### config.mk
export PLATFORM = sky130hd
export DESIGN_NAME = intra_pred_engine
export DESIGN_NICKNAME = d
export VERILOG_FILES = /design/src/rtl/intra_pred_pkg.sv /design/src/rtl/intra_row_gen.sv /design/src/rtl/intra_pred_engine.sv
export SDC_FILE = /design/constraint.sdc
export NUM_CORES = 1
export LEC_CHECK = 0
export CORE_ASPECT_RATIO = 0.5
export CORE_MARGIN = 2
export CORE_UTILIZATION = 60
export DETAILED_ROUTE_END_ITERATION = 16
export PLACE_DENSITY = 0.79
export RECOVER_POWER = 100
export SETUP_SLACK_MARGIN = 0.3
export SLEW_MARGIN = 20
export SYNTH_ARGS = -nofsm -noshare
export SYNTH_HDL_FRONTEND = slang
export SYNTH_HIERARCHICAL = 1
export SYNTH_SLANG_ARGS = --single-unit
### constraint.sdc
create_clock -name clk -period 8.7 [get_ports clk]
set_input_delay 1.305 -clock clk [delete_from_list [all_inputs] [get_ports clk]]
set_output_delay 1.305 -clock clk [all_outputs]
set_load 0.05 [all_outputs]
### src/rtl/intra_pred_pkg.sv
// Shared types and helpers for the NxN intra-prediction engine.
package intra_pred_pkg;

    typedef enum logic [1:0] {
        MODE_DC     = 2'd0,
        MODE_PLANAR = 2'd1,
        MODE_HOR    = 2'd2,
        MODE_VER    = 2'd3
    } intra_mode_e;

    typedef enum logic [1:0] {
        ST_IDLE = 2'd0,
        ST_LOAD = 2'd1,
        ST_CALC = 2'd2,
        ST_EMIT = 2'd3
    } intra_state_e;

    localparam int MAX_PIX_W = 12;

    // Mid-grey used when no neighbours exist at all.
    function automatic logic [MAX_PIX_W-1:0] dc_default(input int pix_w);
        return MAX_PIX_W'(1) << (pix_w - 1);
    endfunction

    function automatic bit blk_legal(input int blk);
        return (blk == 4) || (blk == 8) || (blk == 16) || (blk == 32);
    endfunction

    // Directional/planar modes degrade to DC when the neighbours they need are missing.
    function automatic intra_mode_e eff_mode(input logic [1:0] mode,
                                             input logic       top_av,
                                             input logic       left_av);
        intra_mode_e m;
        m = intra_mode_e'(mode);
        case (m)
            MODE_PLANAR: if (!(top_av && left_av)) m = MODE_DC;
            MODE_HOR:    if (!left_av)             m = MODE_DC;
            MODE_VER:    if (!top_av)              m = MODE_DC;
            default:     m = MODE_DC;
        endcase
        return m;
    endfunction

endpackage

### src/rtl/intra_row_gen.sv
// Combinational generator for one predicted row; holds the planar multipliers.
module intra_row_gen
    import intra_pred_pkg::*;
#(
    parameter int BLK      = 4,
    parameter int PIX_W    = 8,
    parameter int LOG2_BLK = $clog2(BLK)
) (
    input  intra_mode_e                   mode,
    input  logic [LOG2_BLK-1:0]           y,
    input  logic [BLK-1:0][PIX_W-1:0]     top,
    input  logic [BLK-1:0][PIX_W-1:0]     left,
    input  logic [PIX_W-1:0]              dc,
    output logic [BLK*PIX_W-1:0]          row
);

    // Each weighted pair is at most BLK*(2^PIX_W-1), so HW bits hold it exactly.
    localparam int HW = PIX_W + LOG2_BLK;

    logic [PIX_W-1:0]    left_y;
    logic [LOG2_BLK-1:0] y_inv;

    assign left_y = left[y];
    // BLK is a power of two, so BLK-1-y is just the bitwise inverse of y.
    assign y_inv  = ~y;

    for (genvar x = 0; x < BLK; x++) begin : g_pix
        logic [HW-1:0]    hor;
        logic [HW-1:0]    ver;
        logic [HW:0]      acc;
        logic [PIX_W-1:0] planar;
        logic [PIX_W-1:0] pix;

        // Planar blend at full precision; only the final shift narrows the result.
        always_comb begin
            hor    = HW'(BLK - 1 - x) * HW'(left_y) + HW'(x + 1) * HW'(top[BLK-1]);
            ver    = HW'(y_inv) * HW'(top[x]) + (HW'(y) + HW'(1)) * HW'(left[BLK-1]);
            acc    = (HW+1)'(hor) + (HW+1)'(ver) + (HW+1)'(BLK);
            planar = PIX_W'(acc >> (LOG2_BLK + 1));
        end

        // Select this pixel according to the effective mode.
        always_comb begin
            pix = dc;
            case (mode)
                MODE_PLANAR: pix = planar;
                MODE_HOR:    pix = left_y;
                MODE_VER:    pix = top[x];
                default:     pix = dc;
            endcase
        end

        assign row[x*PIX_W +: PIX_W] = pix;
    end

endmodule

### src/rtl/intra_pred_engine.sv
// Sequential NxN intra-prediction engine: command, neighbour load, DC calc, row emit.
module intra_pred_engine
    import intra_pred_pkg::*;
#(
    parameter int BLK      = 4,
    parameter int PIX_W    = 8,
    parameter int LOG2_BLK = $clog2(BLK)
) (
    input  logic                    clk,
    input  logic                    rst_n,
    input  logic                    cfg_valid,
    output logic                    cfg_ready,
    input  logic [1:0]              cfg_mode,
    input  logic                    cfg_top_avail,
    input  logic                    cfg_left_avail,
    input  logic                    nb_valid,
    output logic                    nb_ready,
    input  logic [PIX_W-1:0]        nb_data,
    output logic                    out_valid,
    input  logic                    out_ready,
    output logic [BLK*PIX_W-1:0]    out_row,
    output logic [LOG2_BLK-1:0]     out_row_idx,
    output logic                    out_last,
    output logic                    busy
);

    localparam int SUM_W = PIX_W + LOG2_BLK + 1;
    localparam int CNT_W = LOG2_BLK + 2;   // must reach 2*BLK
    localparam int ROW_W = BLK * PIX_W;

    if (!blk_legal(BLK) || PIX_W < 8 || PIX_W > 12 || LOG2_BLK != $clog2(BLK)) begin : g_bad_cfg
        $error("intra_pred_engine: illegal BLK/PIX_W/LOG2_BLK");
    end

    intra_state_e              state_q, state_d;
    intra_mode_e               mode_q, mode_d;
    logic                      top_av_q, top_av_d;
    logic                      left_av_q, left_av_d;
    logic [CNT_W-1:0]          cnt_q, cnt_d;
    logic [SUM_W-1:0]          sum_q, sum_d;
    logic [PIX_W-1:0]          dc_q, dc_d;
    logic [LOG2_BLK-1:0]       y_q, y_d;
    logic [BLK-1:0][PIX_W-1:0] top_q, top_d;
    logic [BLK-1:0][PIX_W-1:0] left_q, left_d;
    logic [ROW_W-1:0]          row_q, row_d;

    logic [CNT_W-1:0]          beats_total;
    logic                      last_beat;
    logic [PIX_W-1:0]          dc_calc;
    logic [PIX_W-1:0]          gen_dc;
    logic [LOG2_BLK-1:0]       gen_y;
    logic [ROW_W-1:0]          gen_row;

    assign beats_total = (top_av_q  ? CNT_W'(BLK) : CNT_W'(0))
                       + (left_av_q ? CNT_W'(BLK) : CNT_W'(0));
    assign last_beat   = (cnt_q + CNT_W'(1)) == beats_total;

    // Rounded mean of whatever neighbours were loaded; mid-grey when none.
    always_comb begin
        dc_calc = PIX_W'(dc_default(PIX_W));
        if (cnt_q == CNT_W'(BLK))
            dc_calc = PIX_W'((sum_q + SUM_W'(BLK / 2)) >> LOG2_BLK);
        else if (cnt_q == CNT_W'(2 * BLK))
            dc_calc = PIX_W'((sum_q + SUM_W'(BLK)) >> (LOG2_BLK + 1));
    end

    // In CALC the generator sees the fresh DC and row 0; in EMIT it prepares row y+1.
    assign gen_dc = (state_q == ST_CALC) ? dc_calc : dc_q;
    assign gen_y  = (state_q == ST_CALC) ? '0 : y_q + LOG2_BLK'(1);

    intra_row_gen #(
        .BLK      (BLK),
        .PIX_W    (PIX_W),
        .LOG2_BLK (LOG2_BLK)
    ) u_row_gen (
        .mode (mode_q),
        .y    (gen_y),
        .top  (top_q),
        .left (left_q),
        .dc   (gen_dc),
        .row  (gen_row)
    );

    // State register.
    always_ff @(posedge clk or negedge rst_n) begin
        if (!rst_n) state_q <= ST_IDLE;
        else        state_q <= state_d;
    end

    // Next-state logic.
    always_comb begin
        state_d = state_q;
        case (state_q)
            ST_IDLE: if (cfg_valid)
                         state_d = (cfg_top_avail || cfg_left_avail) ? ST_LOAD : ST_CALC;
            ST_LOAD: if (nb_valid && last_beat) state_d = ST_CALC;
            ST_CALC: state_d = ST_EMIT;
            ST_EMIT: if (out_ready && y_q == LOG2_BLK'(BLK - 1)) state_d = ST_IDLE;
            default: state_d = ST_IDLE;
        endcase
    end

    // Handshake outputs decode directly from state.
    always_comb begin
        cfg_ready   = (state_q == ST_IDLE);
        nb_ready    = (state_q == ST_LOAD);
        out_valid   = (state_q == ST_EMIT);
        busy        = (state_q != ST_IDLE);
        out_last    = (state_q == ST_EMIT) && (y_q == LOG2_BLK'(BLK - 1));
        out_row     = row_q;
        out_row_idx = y_q;
    end

    // Datapath next values: command latch, neighbour capture, DC, row advance.
    always_comb begin
        mode_d    = mode_q;
        top_av_d  = top_av_q;
        left_av_d = left_av_q;
        cnt_d     = cnt_q;
        sum_d     = sum_q;
        dc_d      = dc_q;
        y_d       = y_q;
        top_d     = top_q;
        left_d    = left_q;
        row_d     = row_q;
        case (state_q)
            ST_IDLE: if (cfg_valid) begin
                mode_d    = eff_mode(cfg_mode, cfg_top_avail, cfg_left_avail);
                top_av_d  = cfg_top_avail;
                left_av_d = cfg_left_avail;
                cnt_d     = '0;
                sum_d     = '0;
            end
            ST_LOAD: if (nb_valid) begin
                // Top pixels arrive first when present, then left.
                if (top_av_q && cnt_q < CNT_W'(BLK))
                    top_d[cnt_q[LOG2_BLK-1:0]]  = nb_data;
                else
                    left_d[cnt_q[LOG2_BLK-1:0]] = nb_data;
                sum_d = sum_q + SUM_W'(nb_data);
                cnt_d = cnt_q + CNT_W'(1);
            end
            ST_CALC: begin
                dc_d  = dc_calc;
                y_d   = '0;
                row_d = gen_row;
            end
            ST_EMIT: if (out_ready && y_q != LOG2_BLK'(BLK - 1)) begin
                y_d   = y_q + LOG2_BLK'(1);
                row_d = gen_row;
            end
            default: ;
        endcase
    end

    // Datapath registers.
    always_ff @(posedge clk or negedge rst_n) begin
        if (!rst_n) begin
            mode_q    <= MODE_DC;
            top_av_q  <= 1'b0;
            left_av_q <= 1'b0;
            cnt_q     <= '0;
            sum_q     <= '0;
            dc_q      <= '0;
            y_q       <= '0;
            top_q     <= '0;
            left_q    <= '0;
            row_q     <= '0;
        end else begin
            mode_q    <= mode_d;
            top_av_q  <= top_av_d;
            left_av_q <= left_av_d;
            cnt_q     <= cnt_d;
            sum_q     <= sum_d;
            dc_q      <= dc_d;
            y_q       <= y_d;
            top_q     <= top_d;
            left_q    <= left_d;
            row_q     <= row_d;
        end
    end

endmodule

### After elaboration in Yosys (flattened, before gate mapping)

Cells that the tools add are included.

| word-level totals | value |
|---|---|
| register bits | 127 |
| input port bits | 17 |
| output and inout bits | 39 |

| operators by class | value |
|---|---|
| add/subtract/negate cells | 22 |
| multipliers | 7 |
| order comparisons | 4 |
| equality and inequality tests | 19 |
| muxes and demuxes | 35 |
| bitwise logic cells | 2 |
| reductions and logical operators | 18 |

Operator list:

| operator | count |
|---|---|
| $pmux W8 S3 | 4 |
| $bwmux W32 | 2 |
| $pmux W32 S2 | 1 |
| $add A11 B3 Y11 const B | 5 |
| $add A10 B10 Y11 | 4 |
| $add A10 B10 Y10 | 4 |
| $mul A2 B8 Y10 | 4 |
| $mux W8 | 5 |
| $mux W32 | 1 |
| $mux W11 | 2 |
| $pmux W11 S2 | 1 |
| $mul A2 B8 Y10 const A | 2 |
| $mux W2 | 9 |
| $bmux W8 S2 | 1 |
| $demux W8 S2 | 1 |
| $eq A2 B2 Y1 const B | 7 |
| $reduce_and A3 Y1 | 4 |
| $add A11 B8 Y11 | 1 |
| $add A10 B2 Y10 const B | 1 |
| $add A10 B8 Y10 | 1 |
| $add A8 B10 Y10 | 1 |
| $add A9 B9 Y10 | 1 |
| $mul A10 B8 Y10 | 1 |
| $mux W4 | 2 |
| other kinds (25) | 42 |

### Depth between registers and ports, before layout

| depth | value |
|---|---|
| word-level depth | 11 |
| mapped depth | 32 |
| gate-level depth less buffers | 30 |

### Modules after synthesis

Netlist, hierarchy kept.

Modules (own cells, without submodules):

| module | instances | cells each | area each (um^2) | seq. area each (um^2) |
|---|---|---|---|---|
| intra_row_gen | 1 | 807 | 6512.5 | 0.0 |
| intra_pred_engine | 1 | 443 | 5853.1 | 3178.0 |

### Least setup slack after synthesis

OpenSTA, ideal clock, no wires.

| timing | value |
|---|---|
| kind | reg-to-reg |
| start point | register state_q[0] |
| end point | register row_q[14], in the netlist out_row[14] |
| library setup time | 125 ps |
| arrival time | 6740 ps |
| data required time | 8575 ps |
| setup slack | 1835 ps |
| cell stages (with the launch flop) | 31 |
| buffers on the path | 4 |
| period minus slack after synthesis | 6865 ps |
| path through | dfrtp_1 > inv_1 > ha_1 > clkbuf_1 > nor2_1 > buf_4 > buf_1 > clkbuf_1 > nand2b_1 > fa_1 > inv_1 > ha_1 > a21oi_2 > nor2b_2 > nor2_1 > xor2_1 > fa_1 > inv_1 > ha_1 > nand2_1 > o21ai_0 > o41ai_1 > xnor2_1 > fa_1 > ha_1 > ha_1 > a21o_1 > a31oi_1 > xor2_1 > a21oi_1 > mux2_4 |

| between the ends | value |
|---|---|
| longest elaborated chain between the ends | 10 |
| elaborated cells on any way between the ends | 20 |

RTL lines:

| element | RTL line | RTL |
|---|---|---|
| start: declaration | intra_pred_engine.sv:35 | `intra_state_e state_q, state_d;` |
| start signal: assignment | intra_pred_engine.sv:87 | `else state_q <= state_d;` |
| $eq A2 B2 Y1 * | intra_pred_engine.sv:69 | `assign gen_y = (state_q == ST_CALC) ? '0 : y_q + LOG2_BLK'(1);` |
| $mux W2 * | intra_pred_engine.sv:69 |  |
| via gen_y[0] | intra_pred_engine.sv:51 | `logic [LOG2_BLK-1:0] gen_y;` |
| $add A2 B1 Y3 (tied with other cells) | intra_row_gen.sv:37 | `ver = HW'(y_inv) * HW'(top[x]) + (HW'(y) + HW'(1)) * HW'(left[BLK-1]);` |
| $mul A10 B8 Y10 (tied with other cells) | intra_row_gen.sv:37 |  |
| $add A10 B10 Y10 or $add A9 B9 Y10 (tied branches) | intra_row_gen.sv:37, intra_row_gen.sv:36 |  |
| $add A10 B10 Y11 | intra_row_gen.sv:38 | `acc = (HW+1)'(hor) + (HW+1)'(ver) + (HW+1)'(BLK);` |
| $add A11 B3 Y11 | intra_row_gen.sv:38 |  |
| $pmux W8 S3 * | intra_row_gen.sv:45 | `case (mode)` |
| via gen_row[14] | intra_pred_engine.sv:52 | `logic [ROW_W-1:0] gen_row;` |
| $mux W32 | intra_pred_engine.sv:148 | `ST_EMIT: if (out_ready && y_q != LOG2_BLK'(BLK - 1)) begin` |
| $pmux W32 S2 * | intra_pred_engine.sv:126 | `case (state_q)` |
| end signal: assignment | intra_pred_engine.sv:179 | `row_q <= row_d;` |
| end: declaration | intra_pred_engine.sv:45 | `logic [ROW_W-1:0] row_q, row_d;` |

Mark *: on every way through the listed nets, which the timed path passes. The rest lies on a longest branch. The select of a mux whose other input is x is not followed.
A chain may end at the register's enable or synchronous reset.

### Worst setup path after layout

| timing | value |
|---|---|
| start point | register state_q[0] |
| end point | register row_q[15], in the netlist out_row[15] |

The elaborated chain is that of the path after synthesis.

==> metrics.csv <==
metric,value,unit
drv_cap,2,
cts_tree,built,
row_count,37,
synthCells,1250,
worstMarginPinSlew,4.46,ns
syn_avg_cell_area,9.89,um^2
synth_area,12400,um^2
clock_latency,0.44,ns
overflow,0,
start_util,0.607,
numCtsBuffers,17,
synthToLayoutAreaGrowth,10.1,%
grt_pass1_vias,9756,
synth_area_leader_cell,dfrtp_1,
setup_viol,0,
drt_iter0_drc,662,
hold_class,flip-flop to flip-flop,
end_kind,flip-flop,
cts.sinks,127,
cp_data_required_time,9.01,ns
yosysWarnings,6,
drt_pass1_iterations,5,
dr_total_vias,9492,
clkTransAtPathRegs,0.06,ns
core,20400,um^2
io-pin-count,56,
antenna_cells,0,
grt_pass1_wl,52700,um
crit_path_top_delay_cell,xor2_1,
hold_depth,2,
post_cts_resized,0,
detail-route-antenna-nets,0,
final_layout_size_suffix_gt1_frac,0.0999,
post-dp-hpwl,24500,um
synth-seq-cells,127,
fp.dieW,207,um
track_usage,0.311,
yosysUniqueCellTypes,67,
ys_seq_area_frac,0.257,
r2r_slack,1.05,ns
fin_setup_tns,0,ns
wl_per_cell,20.4,um
slew_viol_final,130,
portBuffers,55,
cts_root_buf,clkbuf_16,
cts_hold_buf,0,
worstPathArrival,7.96,ns
slowest_delay,0.69,ns
cts.path.max_buffers,2,
start_kind,flip-flop,
die_height,106,um
htree_levels,4,
async_flop_share,1.00,
place_congestion,0.924,
fmax,0.131,GHz
post_cts_buffers,0,
rsz0062_at_grt,no,
clock-skew-final,0.0110,ns
hold_viol,0,
drc_errors,0,
netlist.area_leader.share,0.257,
criticalPathCategory,flip-flop to flip-flop,
slew_headroom,-1.98,
min_period,7.65,ns
fin_crit_sh,0.879,
grt_max_degree,84,
synth_ff_type,dfrtp_1,
status,"complete, but fails checks",
dieArea,21800,um^2
violations,"capacitance limit, slew limit",
fin_nets,1528,
crit_top_cell,ha_1,
vias_per_cell,5.99,
r2r_cells,28,
grt_antenna_before_repair,0,
routed_wl,32300,um
synth_nets,1480,
synth_edf_count,0,
crit_fanout,17,
synth_area_leaders,"dfrtp_1 26%, ha_1 15%, fa_1 10%, mux2_2 6.6%, xnor2_1 3.8%",
==> per-stage QoR <==
stage	utilization	setup WS, ns	cell area, um^2	instances	hold slack (ns)
2_1_floorplan	-	1.84	12400	1250	0.443
3_3_place_gp	0.646	1.30	13200	1552	0.456
3_5_place_dp	0.646	1.17	13200	1552	0.468
4_1_cts	0.675	1.12	13700	1584	0.482
5_1_grt	0.669	0.416	13600	1584	0.507
6_report	0.669	1.05	13600	1584	0.478
==> synth_stat cells (5+ instances only) <==
library cell	count
buf_2	6
mux4_2	8
clkbuf_1	17
nand2_1	83
o21a_1	5
a21oi_1	62
mux2_4	30
ha_1	149
nor2_1	70
o21bai_1	7
and2_1	10
a21o_1	28
dfrtp_1	127
fa_1	64
xor2_1	32
a31oi_1	11
o41ai_1	7
mux2i_1	12
nand2b_1	64
nor2b_1	33
o21ai_0	53
mux2_2	72
a211oi_1	10
nor3_1	11
nand3_1	18
buf_1	5
and3_1	7
inv_1	121
xnor2_1	53
a221oi_1	11
==> logic make-up after synthesis <==
| group | synth area share |
|---|---|
| muxes | 0.127 |
| DFF | 0.257 |
| AOI/OAI and AO/OA | 0.117 |
| adders and majority gates | 0.254 |
| xor gates and xnor gates | 0.0671 |
| and+or+nand+nor | 0.128 |
| buffers and inverters | 0.0498 |
==> layout make-up <==
class | instances | area (um^2)
tap | 273 | 342
sequential | 127 | 3180
fill | 1620 | 6750
inverter | 123 | 462
multi-input combinational | 968 | 8470
clock inverter | 13 | 130
clock buffer | 19 | 453
timing repair buffer | 61 | 586
==> registers in the layout, indices dropped and copies added (netlist names) <==
register	cells
sum_q	11
state_q	2
mode_q	2
top_q	32
dc_q	8
left_av_q	1
out_row	32
out_row_idx	2
left_q	32
top_av_q	1
cnt_q	4
==> worst paths after layout <==
| kind | from | endpoint |
|---|---|---|
| worst min-delay path | sum_q[0]$_DFFE_PN0P_ | sum_q[0]$_DFFE_PN0P_ |
| worst min register to register | sum_q[0]$_DFFE_PN0P_ | sum_q[0]$_DFFE_PN0P_ |
| min in group asynchronous | rst_n | left_q[10]$_DFFE_PN0P_ |
| worst max-delay path | state_q[0]$_DFFE_PN0P_ | out_row[15]$_DFFE_PN0P_ |
| worst max register to register | state_q[0]$_DFFE_PN0P_ | out_row[15]$_DFFE_PN0P_ |
| max in group asynchronous | rst_n | top_q[23]$_DFFE_PN0P_ |
==> worst max-delay path: cells and delay by family (launching register included) <==
| family | cells | cell delay [ns] |
|---|---|---|
| DFF | 1 | 0.37 |
| and+or+nand+nor | 6 | 0.97 |
| muxes | 1 | 0.30 |
| buffers and inverters | 3 | 0.21 |
| AOI/OAI and AO/OA | 6 | 1.02 |
| adders and majority gates | 9 | 3.59 |
| xor gates and xnor gates | 3 | 1.05 |
==> layer usage <==
| layer | GRT usage | part of all wire |
|---|---|---|
| met1 | 0.427 | 0.46 |
| met2 | 0.497 | 0.45 |
| met3 | 0.0647 | 0.062 |
| met4 | 0.0959 | 0.024 |
| met5 | 0 | 0 |
==> cells in the final DEF (no fill, tap or decap), types with 3 or more instances in the layout <==
cell type        count
a211oi_1            10
a21o_1              28
a21oi_1             64
a221oi_1            11
a22o_1               3
a31oi_1             11
a41oi_1              3
and2_1               9
and3_1               7
buf_4                5
clkbuf_16           17
clkdlybuf4s50_1      9
clkinvlp_4           5
dfrtp_1            127
dlygate4sd3_1       45
fa_1                64
ha_1               149
inv_1              121
inv_6                3
mux2_1              27
mux2_2              71
mux2_4               5
mux2i_1             12
mux4_2               8
nand2_1             87
nand2b_1            64
nand3_1             18
nand4_1              4
nor2_1              70
nor2b_1             32
nor3_1              11
o21a_1               5
o21ai_0             55
o21bai_1             7
o41ai_1              7
or3_1                4
xnor2_1             53
xor2_1              32
Power is left out: the tool's default activity adds up to more than one toggle a clock period on the data nets, which glitch-free logic cannot reach.
==> RTL edit 1, RTL diff (same settings) <==
Encoding of `intra_state_e`: now one-hot (4 bits for 4 states).
--- a/src/rtl/intra_pred_pkg.sv
+++ b/src/rtl/intra_pred_pkg.sv
@@ -8,11 +8,11 @@
         MODE_VER    = 2'd3
     } intra_mode_e;
 
-    typedef enum logic [1:0] {
-        ST_IDLE = 2'd0,
-        ST_LOAD = 2'd1,
-        ST_CALC = 2'd2,
-        ST_EMIT = 2'd3
+    typedef enum logic [3:0] {
+        ST_IDLE = 4'b0001,
+        ST_LOAD = 4'b0010,
+        ST_CALC = 4'b0100,
+        ST_EMIT = 4'b1000
     } intra_state_e;
 
     localparam int MAX_PIX_W = 12;
Function: no difference found for any inputs over 4 cycles, from zero or initial values and one cycle with rst_n low; so few cycles prove little.
==> RTL edit 1 against the unedited design <==
The flow still finishes with violations (capacitance limit, slew limit); first-iteration DRC count is 12% higher; setup slack better by 0.10 ns; cell area is 0.38% higher; routed wire length is 0.85% higher; synthesized area is 1.2% higher; sequential cell count is 2 higher.
==> RTL edit 1: results (changes against the unedited design) <==
| Metric | Value |
|---|---|
| Antenna cell count | `0 (unchanged)` |
| Ys async rst share | `100% (unchanged)` |
| Initial antenna violation count | `0 (unchanged)` |
| Resized Gates After CTS | `0 (unchanged)` |
| Post-DP HPWL | `25,100 microns (+2.7%)` |
| Clock buffer depth | `2 (unchanged)` |
| Met3 WL post-DR | `2140 microns (+7.5%)` |
| Avg Vias per Cell | `6.06 (+1.2%)` |
| Non-filler cells, final | `1,587 (+0.19%)` |
| # H-tree levels | `4 (unchanged)` |
| Nets | `1,527 (-0.065%)` |
| HP Class | `reg2reg` |
| Failing checks | `capacitance limit, slew limit` |
| GP Congestion | `0.975 (+5.5%)` |
| Post-synthesis xor/xnor area fraction | `6.30% (-0.41 points)` |
| Met1 WL | `14,300 microns (-3.6%)` |
| Slew at the pin closest to its max-slew limit | `3.69 ns (-0.772 ns)` |
| Worst vdd ir | `0.191 mV` |
| Worst-path clk slew | `0.06 ns (about the same)` |
| CP arrival | `7.85 ns (-0.11 ns)` |
| GRT Util Overall | `30.6% (-0.43 points)` |
| Routed WL | `32,600 microns (+0.85%)` |
| Compound-cell area share of the yosys netlist | `11.8% (+0.15 points)` |
| First-pass GRT wire length | `52,000 microns (-1.2%)` |
| Cell Area, Placed | `13,300 sq um (+0.99%)` |
| Synth unique cells | `67 (unchanged)` |
| Root buf cell | `clkbuf_16` |
| Vias in the first global route | `9,797 (+0.42%)` |
| Outcome | `finished with violations` |
| Largest net degree at the start of global routing | `66 (-21%)` |
| Top post-synthesis cells by count | `145 x ha_1, 128 x dfrtp_1, 126 x inv_1, 79 x a21oi_1, 76 x nand2_1` |
| Synth Warn # | `6 (unchanged)` |
| CP Max Fanout | `19 (+2)` |
| Slew Viols, Final | `102 (-22%)` |
| Mux contribution to synthesized area | `12.7% (about the same)` |
| Pleak | `7.11 nW` |
| Met2 wire len | `15,200 microns (+3.4%)` |
| Clock latency on the worst-skew pair | `0.42 ns (-0.02 ns)` |
| Cts hold-fix bufs | `0 (unchanged)` |
| Place WS | `1.34 ns (+0.165 ns)` |
| Slowest cell on the critical path | `xnor2_1` |
| Port buffer count | `55 (unchanged)` |
| Register area share after synthesis | `25.8% (+0.11 points)` |
| First-pass DRT Iterations | `6 (+1)` |
| Max-cap violations | `2 (unchanged)` |
| Clk_skew | `0.00828 ns (-0.00268 ns)` |
| Adder-Cell Fraction of Synth Area | `24.7% (-0.70 points)` |
| P_sw | `2.01 mW` |
| Largest cells by area after synthesis | `dfrtp_1 26%, ha_1 15%, fa_1 10%, mux2_2 6.0%, xnor2_1 4.1%` |
| Post-synth EDFFs | `0 (unchanged)` |
| Share of layout cells above drive strength 1 | `9.13% (-0.86 points)` |
| # Post-CTS Setup Buffers | `0 (unchanged)` |
| Top FF cell, synth | `dfrtp_1` |
| Cts bufs inserted | `17 (unchanged)` |
| Initial DRC Count | `742 (+12%)` |
| Top sig layer | `met4` |
| Max stage delay on crit path | `0.63 ns (-0.06 ns)` |
| Mapped Cells | `1,256 (+0.48%)` |
## RTL edit 1: worst paths after layout
| path | startpoint | endpoint | slack (ns) | cells after the start |
|---|---|---|---|---|
| setup reg to reg | state_q[1] | out_row[15] | 1.15 | 29 |
| hold / removal | out_row[6] | out_row[6] | 0.49 | 1 |
| min in group asynchronous | rst_n | left_q[17] | 2.14 | 1 |
| max in group asynchronous | rst_n | mode_q[1] | 4.18 | 2 |
| setup / recovery | state_q[1] | out_row[15] | 1.15 | 29 |
| hold reg to reg | out_row[6] | out_row[6] | 0.49 | 1 |
## RTL edit 1: power groups by stage
stage | Clock, mW | Sequential (mW) | Combinational, mW
floorplan | 0 | 1.11 | 1.63
global placement | 0 | 0.932 | 2.43
detailed placement | 0 | 0.945 | 2.51
CTS | 0.705 | 0.938 | 2.54
global route | 0.738 | 0.958 | 2.73
finish | 0.698 | 0.932 | 2.52
## RTL edit 1: final cells by class
type,count,area [sq um]
Clock buffer,17,425
Clock inverter,15,149
Fill cell,1613,6840
Inverter,126,473
Multi-Input combinational cell,965,8460
Sequential cell,129,3230
Tap cell,273,342
Timing Repair Buffer,62,593
## RTL edit 1: logic make-up (layout without fill, tap and decap cells)
family / Yosys count / count (layout)
AO/OA/AOI/OAI: 235 / 235
AND/OR/NAND/NOR: 309 / 309
XOR/XNOR: 90 / 90
multiplexers: 122 / 122
flip-flops: 129 / 129
adder cells (fa/ha/maj): 209 / 209
buffers and inverters: 162 / 220
## RTL edit 1: layer usage
| metal | GRT usage, % | vias up |
|---|---|---|
| met3 | 4.76 | 56 |
| met1 | 41.0 | 4808 |
| met5 | 0 | - |
| li1 | - | 4431 |
| met2 | 51.2 | 327 |
| met4 | 10.6 | 0 |
## RTL edit 1: per-stage QoR
step	power, mW	utilization (%)
6_report	4.15	66.7
3_5_place_dp	3.46	64.8
4_1_cts	4.19	67.6
2_1_floorplan	2.75	-
3_3_place_gp	3.36	64.8
5_1_grt	4.43	66.7
## RTL edit 1: critical path, delay by kind of cell, from the launching register on
family	cells	cell delay [ns]
AO/OA/AOI/OAI	5	1.03
XOR/XNOR	2	0.78
adder cells (fa/ha/maj)	9	3.26
buffers and inverters	4	0.49
flip-flops	1	0.42
multiplexers	2	0.49
AND/OR/NAND/NOR	7	0.96
==> RTL edit 2, RTL diff (same flow settings) <==
Made on the original files. `BLK` is set to 4 in 2 places; all go to 8.
--- a/src/rtl/intra_row_gen.sv
+++ b/src/rtl/intra_row_gen.sv
@@ -2,7 +2,7 @@
 module intra_row_gen
     import intra_pred_pkg::*;
 #(
-    parameter int BLK      = 4,
+    parameter int BLK      = 8,
     parameter int PIX_W    = 8,
     parameter int LOG2_BLK = $clog2(BLK)
 ) (
--- a/src/rtl/intra_pred_engine.sv
+++ b/src/rtl/intra_pred_engine.sv
@@ -2,7 +2,7 @@
 module intra_pred_engine
     import intra_pred_pkg::*;
 #(
-    parameter int BLK      = 4,
+    parameter int BLK      = 8,
     parameter int PIX_W    = 8,
     parameter int LOG2_BLK = $clog2(BLK)
 ) (
Ports: changed (resized out_row and out_row_idx); port bits go from 56 to 89. No check against the original RTL was run, so the function may have changed too.
==> RTL edit 2 against the unedited design <==
The run still ends with capacitance limit, slew limit left; setup slack lost 0.64 ns; hold slack gained 0.020 ns; maximum frequency fell by 7.7%; routed wire length grew 150%; cell area increased by 120%; synthesized cell count increased by 120%; synthesized area increased by 120%; critical path depth unchanged; sequential cell count increased by 99; count of clock-buffer cells in the layout rose by 14.
Power is left out: the tool's default activity adds up to more than one toggle a clock period on the data nets, which glitch-free logic cannot reach.
==> RTL edit 2: results (changes against the unedited design) <==
| Metric | Value |
|---|---|
| Outcome | `finished with violations` |
| Failing checks | `capacitance limit, slew limit` |
| R2r endpoint | `out_row[22]` |
| Top sig layer | `met5` |
| Post-synthesis xor/xnor area fraction | `6.05% (-0.66 points)` |
| Register area share after synthesis | `21.0% (-4.7 points)` |
| # H-tree levels | `1 (-3)` |
| Grt met1 use | `47.5% (+4.8 points)` |
| Top post-synthesis cells by count | `366 x ha_1, 316 x inv_1, 226 x dfrtp_1, 198 x fa_1, 198 x mux2_2` |
| Final hold slack | `0.498 ns (+0.0198 ns)` |
| Cts bufs inserted | `25 (+8)` |
| Slew Viols, Final | `181 (+39%)` |
| Hold path startpoint | `out_row[8]` |
| Clk_skew | `0.0117 ns (+0.000718 ns)` |
| Reg2reg setup slack | `0.41 ns (-0.64 ns)` |
| Period minus WS final | `8.29 ns (+0.637 ns)` |
| Clock buffer depth | `3 (+1)` |
| Synth unique cells | `81 (+21%)` |
| Max-cap violations | `2 (unchanged)` |
| CP Max Fanout | `70 (+53)` |
| Worst Hold End | `out_row[8]` |
| Met2 wire len | `34,300 microns (+130%)` |
| Avg Vias per Cell | `6.12 (+2.1%)` |
| Routed WL | `79,800 microns (+150%)` |
| Place WS | `0.313 ns (-0.858 ns)` |
-- RTL edit 2: critical path, delay by kind of cell, from the launching register on --
family | cells | cell delay, ns
XOR/XNOR | 2 | 0.38
multiplexers | 3 | 1.48
AND/OR/NAND/NOR | 3 | 0.48
flip-flops | 1 | 0.38
adder cells (fa/ha/maj) | 7 | 2.54
AO/OA/AOI/OAI | 8 | 1.96
buffers and inverters | 5 | 0.91
-- RTL edit 2: cell type report --
class                   instances  area, sq um
well taps                     588          736
clock buffers                  33          676
repair buffers                143         1280
inverters                     317         1190
multi-input cells            2141        19800
flip-flops and latches        226         5660
fillers                      3440        14500
clock inverters                12          191
-- RTL edit 2: repair_timing --
action                                  in CTS  in global routing
hold endpoints to repair                     0                  0
resized for setup                            1                 13
endpoints found under the setup margin       2                 12
pin swaps                                    0                  0
setup buffers                                0                  4
